$ cat src/rtl/rv32_pkg.sv
// rtl/rv32_pkg.sv - RV32 opcode constants, NOP encoding and predecode types
//
// Purpose: constants shared by the prefetch queue and its predecoder.
// Contents:
//   OPC_*       7-bit major opcodes, taken from instruction bits [6:0]
//   NOP_INSTR   canonical NOP (addi x0, x0, 0); this is what a bubble emits
//   predecode_t ALUSrc / RegWrite pair produced for one instruction
package rv32_pkg;

  localparam logic [6:0] OPC_LOAD   = 7'b0000011;
  localparam logic [6:0] OPC_OP_IMM = 7'b0010011;
  localparam logic [6:0] OPC_AUIPC  = 7'b0010111;
  localparam logic [6:0] OPC_STORE  = 7'b0100011;
  localparam logic [6:0] OPC_OP     = 7'b0110011;
  localparam logic [6:0] OPC_LUI    = 7'b0110111;
  localparam logic [6:0] OPC_BRANCH = 7'b1100011;
  localparam logic [6:0] OPC_JALR   = 7'b1100111;
  localparam logic [6:0] OPC_JAL    = 7'b1101111;

  localparam logic [31:0] NOP_INSTR = 32'h0000_0013;

  localparam logic [15:0] BUBBLE_CNT_MAX = 16'hFFFF;

  typedef struct packed {
    logic alu_src;
    logic reg_write;
  } predecode_t;

  // Decode of the NOP itself: addi reads an immediate and writes x0,
  // so RegWrite is 0 while ALUSrc is 1.
  localparam predecode_t NOP_PREDECODE = '{alu_src: 1'b1, reg_write: 1'b0};

endpackage

$ cat src/rtl/instr_prefetch_queue_if.sv
// rtl/instr_prefetch_queue_if.sv - fetch-to-queue valid/ready instruction channel
//
// Purpose: carries fetched instructions into the prefetch queue.
// Signals:
//   in_instr  fetched instruction word
//   in_valid  in_instr is valid this cycle
//   in_ready  queue accepts this cycle; a transfer happens when both are 1
// Modports:
//   master  fetch unit side (drives in_instr / in_valid)
//   slave   queue side (drives in_ready)
interface instr_prefetch_queue_if #(
  parameter int Instr_word_size = 32
);

  logic [Instr_word_size-1:0] in_instr;
  logic                       in_valid;
  logic                       in_ready;

  modport master (
    output in_instr,
    output in_valid,
    input  in_ready
  );

  modport slave (
    input  in_instr,
    input  in_valid,
    output in_ready
  );

endinterface

$ cat src/rtl/rv32_predecode.sv
// rtl/rv32_predecode.sv - combinational ALUSrc / RegWrite predecode of one instruction
//
// Purpose: classifies an RV32 instruction by its major opcode.
// Ports:
//   instr     instruction word (only bits [11:0] matter)
//   ALUSrc    1 when the second ALU operand is an immediate
//   RegWrite  1 when the instruction writes a nonzero rd
module rv32_predecode
  import rv32_pkg::*;
#(
  parameter int Instr_word_size = 32
) (
  input  logic [Instr_word_size-1:0] instr,
  output logic                       ALUSrc,
  output logic                       RegWrite
);

  logic [6:0] opcode;
  logic [4:0] rd;
  logic       writes_rd;

  assign opcode = instr[6:0];
  assign rd     = instr[11:7];

  // Fields above rd carry no information for this decode.
  logic unused_upper;
  assign unused_upper = ^instr[Instr_word_size-1:12];

  always_comb begin
    ALUSrc    = 1'b0;
    writes_rd = 1'b0;
    case (opcode)
      OPC_OP:     begin ALUSrc = 1'b0; writes_rd = 1'b1; end
      OPC_OP_IMM: begin ALUSrc = 1'b1; writes_rd = 1'b1; end
      OPC_LOAD:   begin ALUSrc = 1'b1; writes_rd = 1'b1; end
      OPC_STORE:  begin ALUSrc = 1'b1; writes_rd = 1'b0; end
      OPC_LUI:    begin ALUSrc = 1'b1; writes_rd = 1'b1; end
      OPC_AUIPC:  begin ALUSrc = 1'b1; writes_rd = 1'b1; end
      OPC_JAL:    begin ALUSrc = 1'b0; writes_rd = 1'b1; end
      OPC_JALR:   begin ALUSrc = 1'b1; writes_rd = 1'b1; end
      OPC_BRANCH: begin ALUSrc = 1'b0; writes_rd = 1'b0; end
      default:    begin ALUSrc = 1'b0; writes_rd = 1'b0; end
    endcase
  end

  // A write to x0 is architecturally discarded, so do not advertise it.
  assign RegWrite = writes_rd && (rd != 5'd0);

endmodule

$ cat src/rtl/instr_prefetch_queue.sv
// rtl/instr_prefetch_queue.sv - instruction prefetch FIFO with registered predecoded output
//
// Purpose: buffers fetched instructions and presents one per cycle to the
// scheduler, inserting a NOP bubble whenever the queue runs dry.
// Ports:
//   clk, rst     clock; asynchronous active-high reset
//   fetch        valid/ready instruction input channel (slave side)
//   stall        hold outputs and bubble_cnt, no pop (pushes still allowed)
//   flush        empty the queue and emit a bubble; wins over push/pop/stall
//   Instr_out    registered instruction for the scheduler's Instr_in
//   ALUSrc       registered predecode of Instr_out
//   RegWrite     registered predecode of Instr_out
//   out_bubble   Instr_out is an inserted NOP
//   bubble_cnt   number of bubbles emitted, saturating at 0xFFFF
// depth must be a power of two and at least 2 so the pointers wrap naturally.
module instr_prefetch_queue
  import rv32_pkg::*;
#(
  parameter int Instr_word_size = 32,
  parameter int depth           = 8
) (
  input  logic                       clk,
  input  logic                       rst,
  instr_prefetch_queue_if.slave      fetch,
  input  logic                       stall,
  input  logic                       flush,
  output logic [Instr_word_size-1:0] Instr_out,
  output logic                       ALUSrc,
  output logic                       RegWrite,
  output logic                       out_bubble,
  output logic [15:0]                bubble_cnt
);

  localparam int PW = $clog2(depth);
  localparam int CW = PW + 1;
  localparam logic [CW-1:0] DEPTH_C = CW'(depth);
  localparam logic [Instr_word_size-1:0] NOP_WORD = Instr_word_size'(NOP_INSTR);

  logic [Instr_word_size-1:0] mem [depth];
  logic [PW-1:0]              rptr;
  logic [PW-1:0]              wptr;
  logic [CW-1:0]              count;

  logic                       push;
  logic                       pop;
  logic                       empty;
  logic                       load_bubble;
  logic [Instr_word_size-1:0] head;
  predecode_t                 head_pd;

  assign empty = (count == '0);
  assign head  = mem[rptr];

  // Flush gates in_ready so a flushed cycle never reports a transfer.
  assign fetch.in_ready = (count < DEPTH_C) && !flush;
  assign push           = fetch.in_valid && fetch.in_ready;
  assign pop            = !stall && !empty && !flush;
  assign load_bubble    = flush || (!stall && empty);

  // Predecode the head entry so the result can be registered alongside it.
  rv32_predecode #(
    .Instr_word_size (Instr_word_size)
  ) u_predecode (
    .instr    (head),
    .ALUSrc   (head_pd.alu_src),
    .RegWrite (head_pd.reg_write)
  );

  // Storage holds no reset; stale entries are unreachable once count is 0.
  always_ff @(posedge clk) begin
    if (push) begin
      mem[wptr] <= fetch.in_instr;
    end
  end

  // Pointers and occupancy.
  always_ff @(posedge clk or posedge rst) begin
    if (rst) begin
      rptr  <= '0;
      wptr  <= '0;
      count <= '0;
    end else if (flush) begin
      rptr  <= '0;
      wptr  <= '0;
      count <= '0;
    end else begin
      if (push) begin
        wptr <= wptr + PW'(1);
      end
      if (pop) begin
        rptr <= rptr + PW'(1);
      end
      case ({push, pop})
        2'b10:   count <= count + CW'(1);
        2'b01:   count <= count - CW'(1);
        default: count <= count;
      endcase
    end
  end

  // Output stage: either the popped head or a NOP bubble; stall holds all.
  always_ff @(posedge clk or posedge rst) begin
    if (rst) begin
      Instr_out  <= NOP_WORD;
      ALUSrc     <= NOP_PREDECODE.alu_src;
      RegWrite   <= NOP_PREDECODE.reg_write;
      out_bubble <= 1'b1;
      bubble_cnt <= '0;
    end else if (load_bubble) begin
      Instr_out  <= NOP_WORD;
      ALUSrc     <= NOP_PREDECODE.alu_src;
      RegWrite   <= NOP_PREDECODE.reg_write;
      out_bubble <= 1'b1;
      if (bubble_cnt != BUBBLE_CNT_MAX) begin
        bubble_cnt <= bubble_cnt + 16'd1;
      end
    end else if (pop) begin
      Instr_out  <= head;
      ALUSrc     <= head_pd.alu_src;
      RegWrite   <= head_pd.reg_write;
      out_bubble <= 1'b0;
    end
  end

endmodule

$ cat src/flat_wrapper.sv
// flat-port wrapper written by rule: the top's interface ports become plain ports
module instr_prefetch_queue_flat import rv32_pkg::*;
#(
  parameter int Instr_word_size = 32,
  parameter int depth           = 8
)
  (clk, rst, stall, flush, Instr_out, ALUSrc, RegWrite, out_bubble, bubble_cnt, fetch_in_instr, fetch_in_valid, fetch_in_ready);
  instr_prefetch_queue_if #(.Instr_word_size(Instr_word_size)) fetch_i ();
  input  logic clk;
  input  logic rst;
  input  logic stall;
  input  logic flush;
  output logic [Instr_word_size-1:0] Instr_out;
  output logic ALUSrc;
  output logic RegWrite;
  output logic out_bubble;
  output logic [15:0] bubble_cnt;
  input wire logic [$bits(fetch_i.in_instr)-1:0] fetch_in_instr;
  input wire logic [$bits(fetch_i.in_valid)-1:0] fetch_in_valid;
  output wire logic [$bits(fetch_i.in_ready)-1:0] fetch_in_ready;
  assign fetch_i.in_instr = fetch_in_instr;
  assign fetch_i.in_valid = fetch_in_valid;
  assign fetch_in_ready = fetch_i.in_ready;
  instr_prefetch_queue #(.Instr_word_size(Instr_word_size), .depth(depth)) u_core (.clk(clk), .rst(rst), .fetch(fetch_i), .stall(stall), .flush(flush), .Instr_out(Instr_out), .ALUSrc(ALUSrc), .RegWrite(RegWrite), .out_bubble(out_bubble), .bubble_cnt(bubble_cnt));
endmodule
$ cat config.mk
export PLATFORM = sky130hd
export DESIGN_NAME = instr_prefetch_queue_flat
export DESIGN_NICKNAME = d
export VERILOG_FILES = /design/src/rtl/rv32_pkg.sv /design/src/rtl/instr_prefetch_queue_if.sv /design/src/rtl/rv32_predecode.sv /design/src/rtl/instr_prefetch_queue.sv /design/src/flat_wrapper.sv
export SDC_FILE = /design/constraint.sdc
export NUM_CORES = 1
export LEC_CHECK = 0
export CAP_MARGIN = 20
export CORE_ASPECT_RATIO = 0.8
export CORE_MARGIN = 10
export CORE_UTILIZATION = 50
export CTS_CLUSTER_SIZE = 30
export DETAILED_ROUTE_END_ITERATION = 12
export PLACE_DENSITY = 0.72
export SETUP_SLACK_MARGIN = 0.5
export SLEW_MARGIN = 20
export SYNTH_ARGS = -nofsm -noshare
export SYNTH_HDL_FRONTEND = slang
export SYNTH_HIERARCHICAL = 1
export SYNTH_SLANG_ARGS = --single-unit
$ cat constraint.sdc
create_clock -name clk -period 5.1 [get_ports clk]
set_clock_uncertainty 0.15 [all_clocks]
set_input_delay 1.02 -clock clk [delete_from_list [all_inputs] [get_ports clk]]
set_output_delay 1.02 -clock clk [all_outputs]
set_load 0.01 [all_outputs]
# Yosys cells after proc, flatten, opt, wreduce, memory -nomap -nowiden
# Memory sizes are Yosys's and may differ from the RTL's.
# Index checks and enable logic that the tools add are counted.
# word_totals
regBits	61
mem_bits_rw	256
output_inout_bits	52
elab_cells	63
mem_count	1
# op_classes
n_addsub	5
order_cmp	1
eq_ne	11
mux	18
n_reduce_logical	19
# mem_list
memory	words	width	read_ports	rd_ports_with_merged_regs	write_ports	line_no	source
u_core.mem	8	32	1	0	1	instr_prefetch_queue.sv:39	logic [Instr_word_size-1:0] mem [depth];
# ops
cell	n
$mux W32	2
$eq A7 B6 Y1 const B	3
$add A16 B1 Y16 const B	1
$ne A16 B16 Y1 const B	1
$eq A7 B5 Y1 const B	2
$eq A7 B7 Y1 const B	2
$mux W3	4
$mux W1	10
$pmux W4 S2	1
$eq A7 B2 Y1 const B	1
$reduce_or A7 Y1	1
$add A3 B1 Y3 const B	2
$logic_and A1 B1 Y1	6
$reduce_bool A2 Y1	3
$reduce_or A6 Y1	1
$reduce_bool A5 Y1	1
$add A4 B1 Y4 const B	1
$logic_not A4 Y1	1
$lt A4 B4 Y1 const B	1
$mux W4	1
$sub A4 B1 Y4 const B	1
$logic_not A1 Y1	3
$reduce_bool A3 Y1	1
$eq A2 B1 Y1 const B	1
3 further kinds	3

# Depth between registers and ports, before layout
# depth
depth_word	7
ltp_mapped	10
mapped_depth_nobuf	9

# Hierarchy
# Netlist, hierarchy kept.
# by_module_without_submodules
module	n_inst	cells_per_inst	area_per_inst_um2	seq_area_each_um2
instr_prefetch_queue	1	605	12336.8	9220.1
rv32_predecode	1	13	75.1	0.0

# Least setup slack after synthesis
# Ideal clock, no wire load.
# synth_timing
kind	input to register
start	in flush
end	mem u_core.mem[0][0] (enable)
setup_time_ps	461
arrival_ps	3931
required_time_ps	4489
slack_ps	558
path_stages	4
path_buffers	1
path_cell_list	buf_2 > nor3b_2 > nand2b_1 > nor3_1
# synth_via
elab_chain_cells	5
# synth_rtl
item	line_no	source
from (decl)	flat_wrapper.sv:12	input logic flush;
$logic_not A1 Y1	instr_prefetch_queue.sv:55	assign fetch.in_ready = (count < DEPTH_C) && !flush;
$logic_and A1 B1 Y1	instr_prefetch_queue.sv:55	
$logic_and A1 B1 Y1	instr_prefetch_queue.sv:56	assign push = fetch.in_valid && fetch.in_ready;
$mux W1	instr_prefetch_queue.sv:71	if (push) begin
$mux W1 (implied by the code)	instr_prefetch_queue.sv:72	mem[wptr] <= fetch.in_instr;
to (decl)	instr_prefetch_queue.sv:39	
# Every way passes these cells.

# Worst setup path after layout
# layout_timing
start	in flush
end	out fetch_in_ready
# layout_via
elab_chain_cells	2
# layout_rtl
item	line_no	source
$logic_not A1 Y1	instr_prefetch_queue.sv:55	
$logic_and A1 B1 Y1	instr_prefetch_queue.sv:55	
to (decl)	flat_wrapper.sv:20	output wire logic [$bits(fetch_i.in_ready)-1:0] fetch_in_ready;
# Every way passes these cells.

==> flow_summary.ini <==
[drt]
wl_um = 25500
first_pass_iters = 4
top_layer = met4
route.met3.wl_um = 1430
drc = 0
wire_per_inst_um = 23.9
postRouteAntennaNets = 0
vias = 6227
wl_met1_um = 11200
drtIter0Drc = 554
route.met2.wl_um = 12400
via_per_inst = 5.83

[worst_setup_path]
worstPathArrival_ns = 2.31
critPathKind = in -> out
critPathCaptureType = output port
cp_data_required_time_ns = 3.93
path_max_fanout = 18
startpoint_type = input port

[power_and_ir_drop]
combPwrFrac = 0.173
p_switching_mw = 1.64
power-per-cell-area_nw_per_um2 = 455
leakage_nw = 4.98
netSwitchingFraction = 0.243
total_power_mw = 6.75
power.share.clock = 0.358
seqPwrFrac = 0.469
internal_power_mw = 5.11
ir_worst_vdd_mv = 0.293

[clock_tree]
cts_hold_buf = 0
cts.sinks = 317
post_cts_resized = 0
clock_path_buffers = 3
clock-root-buffer = clkbuf_16
clk_latency_ns = 0.55
numCtsBuffers = 30
h-tree-depth = 1
cts_setup_buffers = 0
cts_tree = done
clkTransAtPathRegs_ns = 0.06

[finish]
layout_commonest_cell = edfxtp_1
nNetsFinal = 768
layout_common_cells = edfxtp_1, clkdlybuf4s50_1, mux4_2
fin_cells = 1069
area_growth_pct = 19.5
drive_gt1_frac = 0.256

[die]
core-area_um2 = 24400
io_pins = 89
num_rows = 51
die_area_um2 = 31600
die_y_um = 161
initial_core_util = 0.509
die_w_um = 196

[place]
dp.cells = 1012
place.gp.congestion = 0.786
dp_hpwl_um = 15900
port_buffers = 88

[sta]
rsz0062_at_grt = no
fin_crit_ns = 3.48
tightest_slew_ns = 1.05
fmax_ghz = 0.287
setup_tns_ns = 0
finalSetupViolations = 0
finalCritPeriodShare = 0.682
hold_viol_final = 0
relSlewSlack = 0.301
slew_viol_final = 0

[logic_synthesis]
async_flop_share = 0.192
synthFlopType = edfxtp_1
ys_ff_latch = 317
synth.distinct_cells = 48
synthesis.nets = 660
ys_warn_count = 6
syn-cell-area_um2 = 12400
synth_cells = 618
synth-edff-count = 256
post_synth.cell_area_avg_um2 = 20.1
yosysSeqAreaShare = 0.743

[grt]
grt_pass1_vias = 6676
antenna_found_initial = 1
overflow = 0
grt_usage = 0.162
grt_max_degree = 38
grt_pass1_wl_um = 40200

[job]
max-cap-violations = 0

[run_status]
status = complete, no violations

[hold_path]
hold_path_class = reg -> reg
[Yosys cell counts, types with 2 or more instances]
cell / instances / share of area
xor2_1: 18 / 0.013
and4_1: 2 / 0.0014
buf_1: 5 / 0.0015
o21ai_0: 2 / 0.00081
buf_6: 6 / 0.0054
a21oi_1: 4 / 0.0016
dfrtp_1: 56 / 0.11
nand2_1: 12 / 0.0036
xnor2_1: 3 / 0.0021
inv_1: 3 / 0.00091
mux2_2: 33 / 0.030
o22a_1: 4 / 0.0028
edfxtp_1: 256 / 0.62
buf_2: 7 / 0.0028
clkbuf_1: 12 / 0.0036
nand2b_1: 5 / 0.0025
mux4_2: 64 / 0.12
nor3b_1: 3 / 0.0018
nand3b_1: 3 / 0.0018
a31oi_1: 2 / 0.0010
dfstp_2: 5 / 0.011
ha_1: 5 / 0.0050
nor2_1: 22 / 0.0067
nor4_1: 5 / 0.0025
nor3_1: 16 / 0.0065
nor4_4: 2 / 0.0034
and3_1: 2 / 0.0010
nand4_1: 8 / 0.0040
a22o_1: 31 / 0.022
nand3_1: 4 / 0.0016
[kinds of logic after synthesis]
| group | synth area share |
|---|---|
| AO/OA/AOI/OAI | 0.0337 |
| XOR/XNOR | 0.0148 |
| adder cells (fa/ha/maj) | 0.00504 |
| buffers and inverters | 0.0153 |
| flip-flops | 0.743 |
| multiplexers | 0.146 |
| AND/OR/NAND/NOR | 0.0422 |
[flip-flops by register name (all words and copies together), names as in the netlist]
register           flops
u_core/RegWrite        1
u_core/out_bubble      1
u_core/bubble_cnt     16
u_core/mem           256
u_core/ALUSrc          1
u_core/count           4
u_core/wptr            3
u_core/rptr            3
u_core/Instr_out      32
[through the flow]
stage	cell area (um2)	setup slack, ns	hold WS [ns]	util
final	14800	1.62	0.357	0.608
after global routing	14800	1.58	0.376	0.608
after CTS	14800	1.62	0.359	0.608
after detailed placement	13700	1.18	0.340	0.563
after global placement	13700	1.30	0.337	0.563
after floorplan	12400	0.558	0.338	-
[power by group through the flow]
stage / Combinational, mW / Sequential [mW] / Clock [mW]
2_1_floorplan: 0.806 / 3.15 / 0
3_3_place_gp: 1.15 / 3.21 / 0
3_5_place_dp: 1.18 / 3.22 / 0
6_report: 1.17 / 3.16 / 2.42
5_1_grt: 1.26 / 3.20 / 2.58
4_1_cts: 1.19 / 3.17 / 2.47
[layer usage]
| layer | vias up | GRT usage |
|---|---|---|
| met1 | 3280 | 0.224 |
| met5 | - | 0 |
| met3 | 32 | 0.0325 |
| li1 | 2738 | - |
| met2 | 177 | 0.259 |
| met4 | 0 | 0.0395 |
[area by class of cell]
cell class              instances  area [um2]
fillers                      1713        9540
repair buffers                108        1030
clock buffers                  37         828
well taps                     318         398
multi-input cells             266        3060
inverters                       3        11.3
clock inverters                19         274
flip-flops and latches        317        9230
diodes                          1        2.50
[final timing paths]
check	from	end	slack, ns	cells past startpoint
max	flush	fetch_in_ready	1.62	4
min	u_core/Instr_out[26]	u_core/Instr_out[26]	0.36	1
max reg2reg	u_core/rptr[1]	u_core/RegWrite	2.08	7
min reg2reg	u_core/Instr_out[26]	u_core/Instr_out[26]	0.36	1
max in group asynchronous	rst	u_core/rptr[0]	3.09	3
min in group asynchronous	rst	u_core/bubble_cnt[2]	0.74	2
[critical path: stages]
cell and delay [ns]:
clkdlybuf4s50_1 0.41, buf_4 0.21, nor2_1 0.12, clkdlybuf4s50_1 0.56
No activity file was read; power rests on OpenSTA's default activity.
